--- config.mk ---
export PLATFORM = sky130hd
export DESIGN_NAME = oram_writer
export DESIGN_NICKNAME = d
export VERILOG_FILES = /design/src/rtl/oram_writer_pkg.sv /design/src/rtl/oram_writer_fifo.sv /design/src/rtl/oram_writer.sv
export SDC_FILE = /design/constraint.sdc
export NUM_CORES = 1
export LEC_CHECK = 0
export CORE_MARGIN = 4
export CORE_UTILIZATION = 55
export DETAILED_ROUTE_END_ITERATION = 8
export PLACE_DENSITY = 0.79
export SLEW_MARGIN = 20
export SYNTH_ARGS = -nofsm -noshare
export SYNTH_HDL_FRONTEND = slang
export SYNTH_SLANG_ARGS = --single-unit
--- constraint.sdc ---
create_clock -name clk -period 3.13 [get_ports clk]
set_input_delay 0.626 -clock clk [delete_from_list [all_inputs] [get_ports clk]]
set_output_delay 0.626 -clock clk [all_outputs]
set_load 0.03 [all_outputs]
--- src/rtl/oram_writer_pkg.sv ---
// Shared definitions for oram_writer: FSM state encodings (OW_IDLE / OW_WRITE) and the state type.
// Build option ORAM_CHECKSUM_EN (see oram_writer.sv) enables the checksum accumulator.
`ifndef ORAM_CONSTS_VH
`define ORAM_CONSTS_VH
`define OW_IDLE  1'b0
`define OW_WRITE 1'b1
`endif

package oram_writer_pkg;

   typedef enum logic {
      ST_IDLE  = `OW_IDLE,
      ST_WRITE = `OW_WRITE
   } ow_state_e;

endpackage

--- src/rtl/oram_writer_fifo.sv ---
// Synchronous show-ahead FIFO buffering translated words ahead of the byte serialiser.
// A push while full or a pop while empty is ignored.
module oram_fifo #(
   parameter int WIDTH = 32,
   parameter int DEPTH = 4
) (
   input  logic             clk,
   input  logic             reset,
   input  logic             push,
   input  logic             pop,
   input  logic [WIDTH-1:0] din,
   output logic [WIDTH-1:0] dout,
   output logic             full,
   output logic             empty
);

   localparam int AW = $clog2(DEPTH);

   logic [WIDTH-1:0] mem [DEPTH];
   logic [AW-1:0]    wr_ptr;
   logic [AW-1:0]    rd_ptr;
   logic [AW:0]      count;
   logic             do_push;
   logic             do_pop;

   assign full    = (count == (AW+1)'(DEPTH));
   assign empty   = (count == '0);
   assign do_push = push && !full;
   assign do_pop  = pop && !empty;
   assign dout    = mem[rd_ptr];

   // Storage carries no reset; only the pointers define what is valid.
   always_ff @(posedge clk) begin
      if (do_push) begin
         mem[wr_ptr] <= din;
      end
   end

   always_ff @(posedge clk) begin
      if (!reset) begin
         wr_ptr <= '0;
         rd_ptr <= '0;
         count  <= '0;
      end else begin
         if (do_push) begin
            wr_ptr <= wr_ptr + 1'b1;
         end
         if (do_pop) begin
            rd_ptr <= rd_ptr + 1'b1;
         end
         case ({do_push, do_pop})
            2'b10:   count <= count + 1'b1;
            2'b01:   count <= count - 1'b1;
            default: count <= count;
         endcase
      end
   end

endmodule

--- src/rtl/oram_writer.sv ---
// Output-RAM writer: buffers translated words and serialises them one byte per cycle into RAM.
// Define ORAM_CHECKSUM_EN to accumulate an XOR checksum of completed words; otherwise checksum is 0.
module oram_writer
   import oram_writer_pkg::*;
#(
   parameter int DATA_W     = 32,
   parameter int BYTE_W     = 8,
   parameter int FIFO_DEPTH = 4,
   parameter int ADDR_W     = 8,
   parameter int BASE_ADDR  = 0,
   parameter int BIG_ENDIAN = 0
) (
   input  logic              clk,
   input  logic              reset,
   input  logic              start,
   input  logic [DATA_W-1:0] data,
   output logic              in_ready,
   input  logic              finish,
   input  logic              oram_ready,
   output logic              oram_we,
   output logic [ADDR_W-1:0] oram_addr,
   output logic [BYTE_W-1:0] oram_wdata,
   output logic              done,
   output logic              overflow,
   output logic              ram_full,
   output logic [ADDR_W-1:0] word_count,
   output logic [DATA_W-1:0] checksum
);

   localparam int                BYTES     = DATA_W / BYTE_W;
   localparam int                IDX_W     = (BYTES > 1) ? $clog2(BYTES) : 1;
   localparam logic [ADDR_W-1:0] LAST_ADDR = '1;
   localparam logic [IDX_W-1:0]  LAST_IDX  = IDX_W'(BYTES - 1);

   ow_state_e         state_q;
   ow_state_e         state_d;
   logic [DATA_W-1:0] word_q;
   logic [IDX_W-1:0]  idx_q;
   logic [IDX_W-1:0]  sel;
   logic [DATA_W-1:0] fifo_dout;
   logic              fifo_full;
   logic              fifo_empty;
   logic              fifo_pop;
   logic              load;
   logic              byte_acc;
   logic              word_done;
   logic              hit_end;

   // Valid/ready: a word is taken when start && in_ready; start without in_ready loses the word.
   assign in_ready = !fifo_full;

   oram_fifo #(
      .WIDTH (DATA_W),
      .DEPTH (FIFO_DEPTH)
   ) u_fifo (
      .clk   (clk),
      .reset (reset),
      .push  (start),
      .pop   (fifo_pop),
      .din   (data),
      .dout  (fifo_dout),
      .full  (fifo_full),
      .empty (fifo_empty)
   );

   always_comb begin
      state_d   = state_q;
      fifo_pop  = 1'b0;
      load      = 1'b0;
      byte_acc  = 1'b0;
      word_done = 1'b0;
      hit_end   = 1'b0;
      case (state_q)
         ST_IDLE: begin
            // Once the RAM is full, queued words are popped and discarded.
            if (!fifo_empty) begin
               fifo_pop = 1'b1;
               if (!ram_full) begin
                  load    = 1'b1;
                  state_d = ST_WRITE;
               end
            end
         end
         ST_WRITE: begin
            if (oram_ready) begin
               byte_acc  = 1'b1;
               hit_end   = (oram_addr == LAST_ADDR);
               word_done = (idx_q == LAST_IDX);
               if (hit_end) begin
                  state_d = ST_IDLE;
               end else if (word_done) begin
                  if (!fifo_empty) begin
                     fifo_pop = 1'b1;
                     load     = 1'b1;
                  end else begin
                     state_d = ST_IDLE;
                  end
               end
            end
         end
         default: state_d = ST_IDLE;
      endcase
   end

   assign oram_we    = (state_q == ST_WRITE);
   assign sel        = (BIG_ENDIAN != 0) ? (LAST_IDX - idx_q) : idx_q;
   assign oram_wdata = word_q[32'(sel) * BYTE_W +: BYTE_W];

   always_ff @(posedge clk) begin
      if (!reset) begin
         state_q    <= ST_IDLE;
         word_q     <= '0;
         idx_q      <= '0;
         oram_addr  <= ADDR_W'(BASE_ADDR);
         word_count <= '0;
         done       <= 1'b0;
         overflow   <= 1'b0;
         ram_full   <= 1'b0;
      end else begin
         state_q <= state_d;
         if (load) begin
            word_q <= fifo_dout;
            idx_q  <= '0;
         end else if (byte_acc) begin
            idx_q <= idx_q + 1'b1;
         end
         // The address parks on the last location instead of wrapping.
         if (byte_acc && !hit_end) begin
            oram_addr <= oram_addr + 1'b1;
         end
         if (byte_acc && hit_end) begin
            ram_full <= 1'b1;
         end
         if (word_done) begin
            word_count <= word_count + 1'b1;
         end
         if (start && fifo_full) begin
            overflow <= 1'b1;
         end
         if (finish && fifo_empty && (state_q == ST_IDLE)) begin
            done <= 1'b1;
         end
      end
   end

`ifdef ORAM_CHECKSUM_EN
   logic [DATA_W-1:0] checksum_q;

   always_ff @(posedge clk) begin
      if (!reset) begin
         checksum_q <= '0;
      end else if (word_done) begin
         checksum_q <= checksum_q ^ word_q;
      end
   end

   assign checksum = checksum_q;
`else
   assign checksum = '0;
`endif

endmodule

==> impl_metrics.json <==
{
  "ys_types": 43,
  "initial_core_util_pct": 56.2,
  "drive_gt1_share_pct": 20.6,
  "ios": 98,
  "crit_chain": "mux4_2 > clkdlybuf4s50_1",
  "path_class": "reg -> out",
  "worstHoldPathCells": 2,
  "grt_pass1_wl_um": 22800,
  "drc": 0,
  "run_status": "finished, final reports clean",
  "layout_commonest_cell": "edfxtp_1",
  "hp-class": "reg -> reg",
  "worst_slew_pin_slew_ns": 0.673,
  "syn_area_um2": 7800,
  "root_buffer": "clkbuf_16",
  "grt_setup_unrepaired": "no",
  "fill_cells": 966,
  "antenna_cells": 0,
  "path_buf_inv": 1,
  "leakagePower_uw": 0.00312,
  "io_buffers": 65,
  "layout_common_cells": "128 x edfxtp_1, 64 x clkdlybuf4s50_1, 60 x dfxtp_1",
  "hold_viol_final": 0,
  "clk_latency_ns": 0.42,
  "crit_cells": 2,
  "h-tree-depth": 4,
  "synth_warnings": 0,
  "grt_overflow": 0,
  "drtPass1Iterations": 4,
  "worst_path_max_delay_cell": "dfxtp_1",
  "stdcell_count": 772,
  "gp_congestion": 0.783,
  "cap_violations": 0,
  "post_cts.repair.setup_buffers": 0,
  "track_usage_pct": 18.5,
  "grt_max_degree": 71,
  "cp_max_fo": 9,
  "syn_avg_cell_area_um2": 15.1,
  "ir_drop_v": 0.000470,
  "period_share_pct": 92.1,
  "drt-vias-per-instance": 5.61,
  "cts_buffers": 17,
  "nNetsFinal": 625,
  "dieWidth_um": 127,
  "antenna_found_initial": 0,
  "cts_max_path_buffers": 2,
  "synthArstFlopShare_pct": 0,
  "yosysSeqAreaShare_pct": 64.9,
  "setup_viol": 0,
  "hpwl_um": 8850,
  "num_rows": 43,
  "cts.clk_slew.worst_paths_ns": 0.07,
  "maxSlewViolCount": 0,
  "route.vias.total": 4330,
  "fin_crit_ns": 2.88,
  "yosys_register_bits": 189,
  "wl_um": 14300,
  "drt-initial-drc-count": 395,
  "reg2regPathDepth": 9,
  "routedWlPerCell_um": 18.6,
  "grt_pass1_vias": 4335,
  "fin_setup_tns_ns": 0,
  "cts_resized": 0,
  "yosys_most_used_dff": "edfxtp_1",
  "timing.slew.headroom_pct": 55.1,
  "cp-start-kind": "flip-flop",
  "crit_arrival_ns": 2.26,
  "cts_tree": "built",
  "syn_inst": 516,
  "power_density_nw_per_um2": 841,
  "finClkSkew_ns": 0.00731,
  "hold_buffers": 0,
  "critical_path_required_ns": 2.50,
  "dp_cells": 740,
  "coreArea_um2": 13900,
  "synth_edf_count": 128,
  "ant_nets": 0,
  "die_y_um": 127,
  "cts.sinks": 189,
  "whs_ns": 0.472,
  "endpoint_kind": "primary output",
  "max_stage_delay_ns": 0.62,
  "fmax_mhz": 347,
  "dieArea_um2": 16200,
  "area_growth_pct": 16.7,
  "cp_top_family": "flip-flops"
}
==> layout make-up <==
type	count	area [um^2]	area share, %
Multi-Input combinational cell	287	2420	26.6
Sequential cell	189	5070	55.6
Timing Repair Buffer	76	741	8.14
Clock buffer	17	425	4.67
Inverter	8	30.0	0.330
Tap cell	180	225	2.47
Clock inverter	15	198	2.17
==> sequential cells by signal, summed over array words and instances, names as in the netlist, 2 cells and up <==
| register | count |
|---|---|
| idx_q | 2 |
| u_fifo.count | 3 |
| word_count | 8 |
| u_fifo.rd_ptr | 2 |
| word_q | 32 |
| u_fifo.mem | 128 |
| oram_addr | 8 |
| u_fifo.wr_ptr | 2 |
==> per-layer routing <==
layer	share of wire [%]	GRT usage (%)	up-vias
met2	52	31.7	127
li1	-	-	2033
met3	4.5	3.76	17
met4	1.5	7.51	0
met1	42	23.0	2153
met5	0	0	-
==> final timing paths <==
path                                                     end               startpoint  slack, ns
worst max-delay path                           oram_wdata[1]    idx_q[1]$_SDFFE_PP0P_       0.25
worst min-delay path                 word_q[13]$_SDFFE_PN0P_  word_q[13]$_SDFFE_PN0P_       0.47
worst max register to register  u_fifo.count[2]$_SDFFE_PN0P_    idx_q[1]$_SDFFE_PP0P_       0.48
worst min register to register       word_q[13]$_SDFFE_PN0P_  word_q[13]$_SDFFE_PN0P_       0.47
==> stage by stage <==
step	setup slack, ns	util [%]	cell area [um^2]	total power [uW]
floorplan	0.688	-	7920	4990
global placement	0.400	61.1	8480	5420
detailed placement	0.307	61.1	8480	5490
CTS	0.198	65.6	9100	7730
global route	0.126	65.6	9100	8020
finish	0.249	65.6	9100	7650
==> power by group <==
group / internal, uW / leakage, uW / switching, uW
sequential: 3080 / 0.00167 / 253
combinational: 908 / 0.00116 / 1180
clock: 1330 / 0.000285 / 893
total: 5330 / 0.00312 / 2330
==> worst reg2reg max path: cells and delay by family, from the launching register on <==
| family | cells | cell delay [ns] |
|---|---|---|
| xor gates and xnor gates | 1 | 0.17 |
| buffers and inverters | 1 | 0.07 |
| DFF | 1 | 0.62 |
| AOI/OAI and AO/OA | 3 | 0.49 |
| adders and majority gates | 3 | 0.90 |
| and+or+nand+nor | 1 | 0.34 |
==> logic make-up (layout without fill, tap and decap cells) <==
group	after synthesis	in the layout	synth area share [%]
fa+ha+maj	9	9	1.54
flops	189	189	64.9
mux	44	44	12.1
other cells	1	32	0.0481
compound gates	51	51	5.12
buf+inv	71	116	5.57
xor+xnor	16	16	1.80
simple gates	135	135	8.93
==> synthesized netlist by cell type, types with 2 or more instances <==
master,count,share of area (%)
mux4_2,40,12
nor2_1,23,1.1
o21ai_0,6,0.38
inv_1,8,0.38
a21oi_1,6,0.38
clkbuf_1,14,0.67
nand3_1,4,0.26
buf_6,3,0.43
ha_1,8,1.3
or3_1,4,0.32
xnor2_1,8,0.90
edfxtp_1,128,49
and2_1,2,0.16
buf_2,11,0.71
dfxtp_1,61,16
buf_4,35,3.4
o211ai_1,2,0.19
nand4_1,37,3.0
xor2_1,8,0.90
o21ai_2,30,3.4
and3_1,8,0.64
mux2i_1,3,0.38
nor3_1,3,0.19
nand2_1,45,2.2
Power figures use the tool's default switching activity.
